**src/rtl/pipe_skid_reg.sv**
```systemverilog
// Pipeline stage register with valid/ready handshake, optional two-entry skid
// buffer, synchronous flush to a bubble word and a saturating stall counter.
module pipe_skid_reg #(
  parameter int unsigned       DATA_W      = 64,
  parameter logic [DATA_W-1:0] BUBBLE_DATA = 64'h0000_0013_0000_0000,
  parameter int unsigned       SKID        = 1,
  parameter int unsigned       CNT_W       = 16
) (
  input  logic              clk,
  input  logic              rst,
  input  logic              flush,
  input  logic              hold,
  input  logic              up_valid,
  output logic              up_ready,
  input  logic [DATA_W-1:0] up_data,
  output logic              dn_valid,
  input  logic              dn_ready,
  output logic [DATA_W-1:0] dn_data,
  output logic [1:0]        occupancy,
  output logic [CNT_W-1:0]  stall_cnt
);

  typedef enum logic [1:0] {
    ST_EMPTY = 2'd0,
    ST_ONE   = 2'd1,
    ST_TWO   = 2'd2
  } state_t;

  state_t             state_q, state_d;
  logic [DATA_W-1:0]  main_q, main_d;
  logic [DATA_W-1:0]  skid_q, skid_d;
  logic [CNT_W-1:0]   stall_cnt_q, stall_cnt_d;
  logic               up_fire;
  logic               dn_fire;

  assign up_fire = up_valid & up_ready;
  assign dn_fire = dn_valid & dn_ready;

  always_ff @(posedge clk) begin
    if (rst) begin
      state_q     <= ST_EMPTY;
      main_q      <= BUBBLE_DATA;
      skid_q      <= BUBBLE_DATA;
      stall_cnt_q <= '0;
    end else begin
      state_q     <= state_d;
      main_q      <= main_d;
      skid_q      <= skid_d;
      stall_cnt_q <= stall_cnt_d;
    end
  end

  always_comb begin
    state_d = state_q;
    main_d  = main_q;
    skid_d  = skid_q;
    if (flush) begin
      state_d = ST_EMPTY;
      main_d  = BUBBLE_DATA;
      skid_d  = BUBBLE_DATA;
    end else if (!hold) begin
      case (state_q)
        ST_EMPTY: begin
          if (up_fire) begin
            main_d  = up_data;
            state_d = ST_ONE;
          end
        end
        ST_ONE: begin
          // Without the skid entry an accept always coincides with a drain.
          if (up_fire && !dn_fire && (SKID != 0)) begin
            skid_d  = up_data;
            state_d = ST_TWO;
          end else if (up_fire) begin
            main_d = up_data;
          end else if (dn_fire) begin
            state_d = ST_EMPTY;
          end
        end
        ST_TWO: begin
          if (dn_fire) begin
            main_d  = skid_q;
            state_d = ST_ONE;
          end
        end
        default: state_d = ST_EMPTY;
      endcase
    end
  end

  always_comb begin
    stall_cnt_d = stall_cnt_q;
    if (up_valid && !up_ready && !flush && !(&stall_cnt_q)) begin
      stall_cnt_d = stall_cnt_q + {{(CNT_W-1){1'b0}}, 1'b1};
    end
  end

  // With the skid entry, up_ready comes from state only, never from dn_ready.
  always_comb begin
    up_ready = 1'b0;
    if (!hold) begin
      if (SKID != 0) begin
        up_ready = (state_q != ST_TWO);
      end else begin
        up_ready = (state_q == ST_EMPTY) || dn_ready;
      end
    end
    dn_valid  = !hold && (state_q != ST_EMPTY);
    dn_data   = (state_q == ST_EMPTY) ? BUBBLE_DATA : main_q;
    occupancy = state_q;
    stall_cnt = stall_cnt_q;
  end

endmodule

```
**config.mk**
```make
export PLATFORM = sky130hd
export DESIGN_NAME = pipe_skid_reg
export DESIGN_NICKNAME = d
export VERILOG_FILES = /design/src/rtl/pipe_skid_reg.sv
export SDC_FILE = /design/constraint.sdc
export NUM_CORES = 1
export LEC_CHECK = 0
export CAP_MARGIN = 20
export CORE_MARGIN = 2
export CORE_UTILIZATION = 38
export DETAILED_ROUTE_END_ITERATION = 16
export PLACE_DENSITY = 0.71
export SYNTH_ARGS = -nofsm -noshare
export SYNTH_HDL_FRONTEND = slang
export SYNTH_SLANG_ARGS = --single-unit
export TNS_END_PERCENT = 100
```
**constraint.sdc**
```tcl
create_clock -name clk -period 2.9 [get_ports clk]
set_input_delay 0.58 -clock clk [delete_from_list [all_inputs] [get_ports clk]]
set_output_delay 0.58 -clock clk [all_outputs]
set_load 0.02 [all_outputs]
```
==> results.yml <==
setup_path:
  timing.setup.critical_path_class: "reg -> out"
  endpoint_kind: "output pin"
  cp_max_fo: 33
  worstPathRequired_ps: 2320
  startpoint_type: "flip-flop"
  critical-path-slowest-cell: "sky130_fd_sc_hd__clkdlybuf4s50_1"
  arrival_ps: 2160
  cp_cell_sequence: "nor2_4 > buf_12 > nor2b_1 > clkdlybuf4s50_1"
  cp_slowest_stage_delay_ps: 540
timing:
  rsz_0062_raised_after_global_routing: "false"
  timing.max_slew.rel_slack_pct: 60.4
  period_minus_slack_ps: 2740
  post-route-period-util_pct: 94.5
  drv_slew: 0
  timing_worst_slew_pin_value_ps: 594
  final-hold-violation-count: 0
  fin_worst_skew_ps: 6.81
  setup-violations-final: 0
  clock.fmax_ghz: 0.365
  setup-tns-final_ps: 0
cts:
  clkSinkCount: 146
  hold_buffers: 0
  cts_buffer_depth: 2
  clock_tree.root_cell: "sky130_fd_sc_hd__clkbuf_16"
  clock_slew_at_the_register_clock_pins_of_the_worst_setup_and_hold_paths_ps: 60
  cts_tree: "built"
  clk-insertion-delay-late_ps: 410
  htree_num_levels: 4
  cts_buffers: 17
placement:
  port_buffer_count: 153
  post-dp-hpwl_um: 10700
  gp_congestion: 0.778
  detailed_place.area_um2: 8390
grt:
  grt_overflow: 0
  grt_pass1_wl_um: 27600
  grt_pass1_vias: 5377
  grt_start_max_net_pins: 125
  number_of_antenna_violations_at_the_first_check_in_global_routing: 0
  grt.total_usage_pct: 18.6
final_layout:
  antenna_cells: 0
  post_route_cells_drive_above_1_share_pct: 7.61
  nNetsFinal: 965
  areaGrowthSynthToFinish_pct: 34.6
  postLayoutCellArea_um2: 8990
detailed_routing:
  totalWireLength_um: 17400
  detail_route.drc_violations: 0
  route.antenna.remaining_nets: 0
  detail_route.iter0.violations: 360
  detailroute.via_count: 5906
  drt_pass1_iterations: 4
  routed_wire_length_per_instance_um: 15.3
  routed_via_density: 5.22
pwr:
  clock_power_share_pct: 47.5
  p_leak_nw: 3.27
  share_comb_of_total_power_pct: 8.3
  net-switching-power_mw: 1.08
  switching_share_pct: 23.3
  cell_internal_pwr_mw: 3.57
  max-vdd-ir-drop_mv: 0.408
  power-per-cell-area_nw_per_um2: 518
  share_seq_of_total_power_pct: 44.2
die:
  die_extent_in_y_um: 137
  num_rows: 48
  ios: 154
  width_of_the_die_um: 137
  coreArea_um2: 17200
  die_area_um2: 18700
  initial_core_util_pct: 38.8
synthesis:
  synthTopCellsByArea: "sky130_fd_sc_hd__dfxtp_1 (44%), sky130_fd_sc_hd__a21oi_1 (9.9%), sky130_fd_sc_hd__mux2i_1 (9.3%)"
  syn-mean-instance-area_um2: 8.60
  post_synth_instance_area_um2: 6680
  yosys.area.top_type_share_pct: 43.8
  synth_cell_types: 48
  postSynthRegisterBits: 146
  synth_seq_area_share_pct: 43.8
  post-synth-top-count-cell: "sky130_fd_sc_hd__dfxtp_1"
  ys_warn_count: 0
  synth.net_count: 848
  synthCells: 777
  synthArstFlopShare_pct: 0
  synthDominantAreaCellType: "sky130_fd_sc_hd__dfxtp_1"
  dominantRegCellSynth: "sky130_fd_sc_hd__dfxtp_1"
  ranking_of_synthesized_cells_by_instance_count: "sky130_fd_sc_hd__dfxtp_1 (146), sky130_fd_sc_hd__nand2_1 (136), sky130_fd_sc_hd__a21oi_1 (132)"
  synth-edff-count: 0
run:
  max_capacitance_violation_count: 0
run_status:
  run_status: "finished, final reports clean"
worst_hold_path:
  hold_class: "reg -> reg"
cells by family after synthesis:
kind of cell	share of synthesized area (%)
and+or+nand+nor	19.3
AOI/OAI and AO/OA	21.4
DFF	43.8
adders and majority gates	0.187
muxes	10.1
buffers and inverters	5.11
xor gates and xnor gates	0.131
power groups by stage:
stage	clock, mW	combinational, mW	sequential (mW)
floorplan	0	0.204	2.10
global route	2.36	0.423	2.06
detailed placement	0	0.386	2.10
global placement	0	0.383	2.10
finish	2.21	0.387	2.06
CTS	2.27	0.389	2.06
layout make-up:
| cell class | instances | area (um^2) |
|---|---|---|
| Timing Repair Buffer | 170 | 1720 |
| Tap cell | 225 | 282 |
| Fill cell | 1603 | 8250 |
| Clock inverter | 14 | 161 |
| Multi-Input combinational cell | 556 | 3460 |
| Clock buffer | 18 | 429 |
| Inverter | 3 | 13.8 |
| Sequential cell | 146 | 2920 |
placed cells by master, fill, tap and decap left out, types with 3 or more instances in the layout:
cell                              instances
sky130_fd_sc_hd__or2_2                    3
sky130_fd_sc_hd__mux2i_1                 62
sky130_fd_sc_hd__o21ai_0                  9
sky130_fd_sc_hd__a311oi_1                62
sky130_fd_sc_hd__clkdlybuf4s50_1        153
sky130_fd_sc_hd__or4_1                    3
sky130_fd_sc_hd__nand4_1                  3
sky130_fd_sc_hd__buf_12                   5
sky130_fd_sc_hd__or3_1                    5
sky130_fd_sc_hd__a21oi_1                132
sky130_fd_sc_hd__nand3_1                  6
sky130_fd_sc_hd__nand2_1                136
sky130_fd_sc_hd__nor2b_1                 68
sky130_fd_sc_hd__o311ai_1                 3
sky130_fd_sc_hd__clkbuf_16               17
sky130_fd_sc_hd__a211oi_1                 3
sky130_fd_sc_hd__o31ai_1                  5
sky130_fd_sc_hd__mux2_1                   5
sky130_fd_sc_hd__dfxtp_1                145
sky130_fd_sc_hd__nand2b_1                 3
sky130_fd_sc_hd__nor2_1                  15
sky130_fd_sc_hd__bufinv_16                3
sky130_fd_sc_hd__buf_4                   12
sky130_fd_sc_hd__and4_1                   3
sky130_fd_sc_hd__clkinv_2                 6
path summary, 6_finish.rpt:
kind                            slack [ps]  cells past startpoint          end          from
worst max-delay path                   160                      4  dn_data[62]  occupancy[1]
worst min-delay path                   450                      2   skid_q[29]    skid_q[29]
worst max register to register         910                      6   main_q[56]  occupancy[1]
worst min register to register         450                      2   skid_q[29]    skid_q[29]
repair_timing:
action | CTS | global route
hold endpoints to repair | 0 | 0
pin swaps | 1 | 0
setup endpoints to repair | 35 | 16
cloned | 1 | 0
buffers inserted | 0 | 0
resized for setup | 0 | 2
per-layer routing:
layer / track usage [%] / up-vias / wire length [um]
met1: 24.5 / 2726 / 8080
met2: 29.4 / 137 / 8050
met4: 7.23 / 0 / 295
met3: 4.48 / 23 / 928
met5: 0 / - / 0
li1: - / 3020 / -
critical path, delay by kind of cell, from the launching register on:
kind / cells / cell delay [ps]
flip-flops: 1 / 400
AND/OR/NAND/NOR: 2 / 550
buffers and inverters: 2 / 800
through the flow:
stage / utilization, % / worst slack, ps / hold WS (ps) / total power [mW] / cells
after floorplan: - / 963 / 436 / 2.30 / 777
after global placement: 48.7 / 334 / 441 / 2.48 / 1099
after detailed placement: 48.7 / 347 / 446 / 2.49 / 1099
after CTS: 52.1 / 42.4 / 454 / 4.72 / 1132
after global routing: 52.2 / 30.0 / 467 / 4.84 / 1132
final: 52.2 / 161 / 453 / 4.66 / 1132
sequential cells by signal, summed over array words and instances (netlist names):
signal / flops
stall_cnt: 16
skid_q: 64
occupancy: 2
main_q: 64
(Power assumes the default switching activity.)
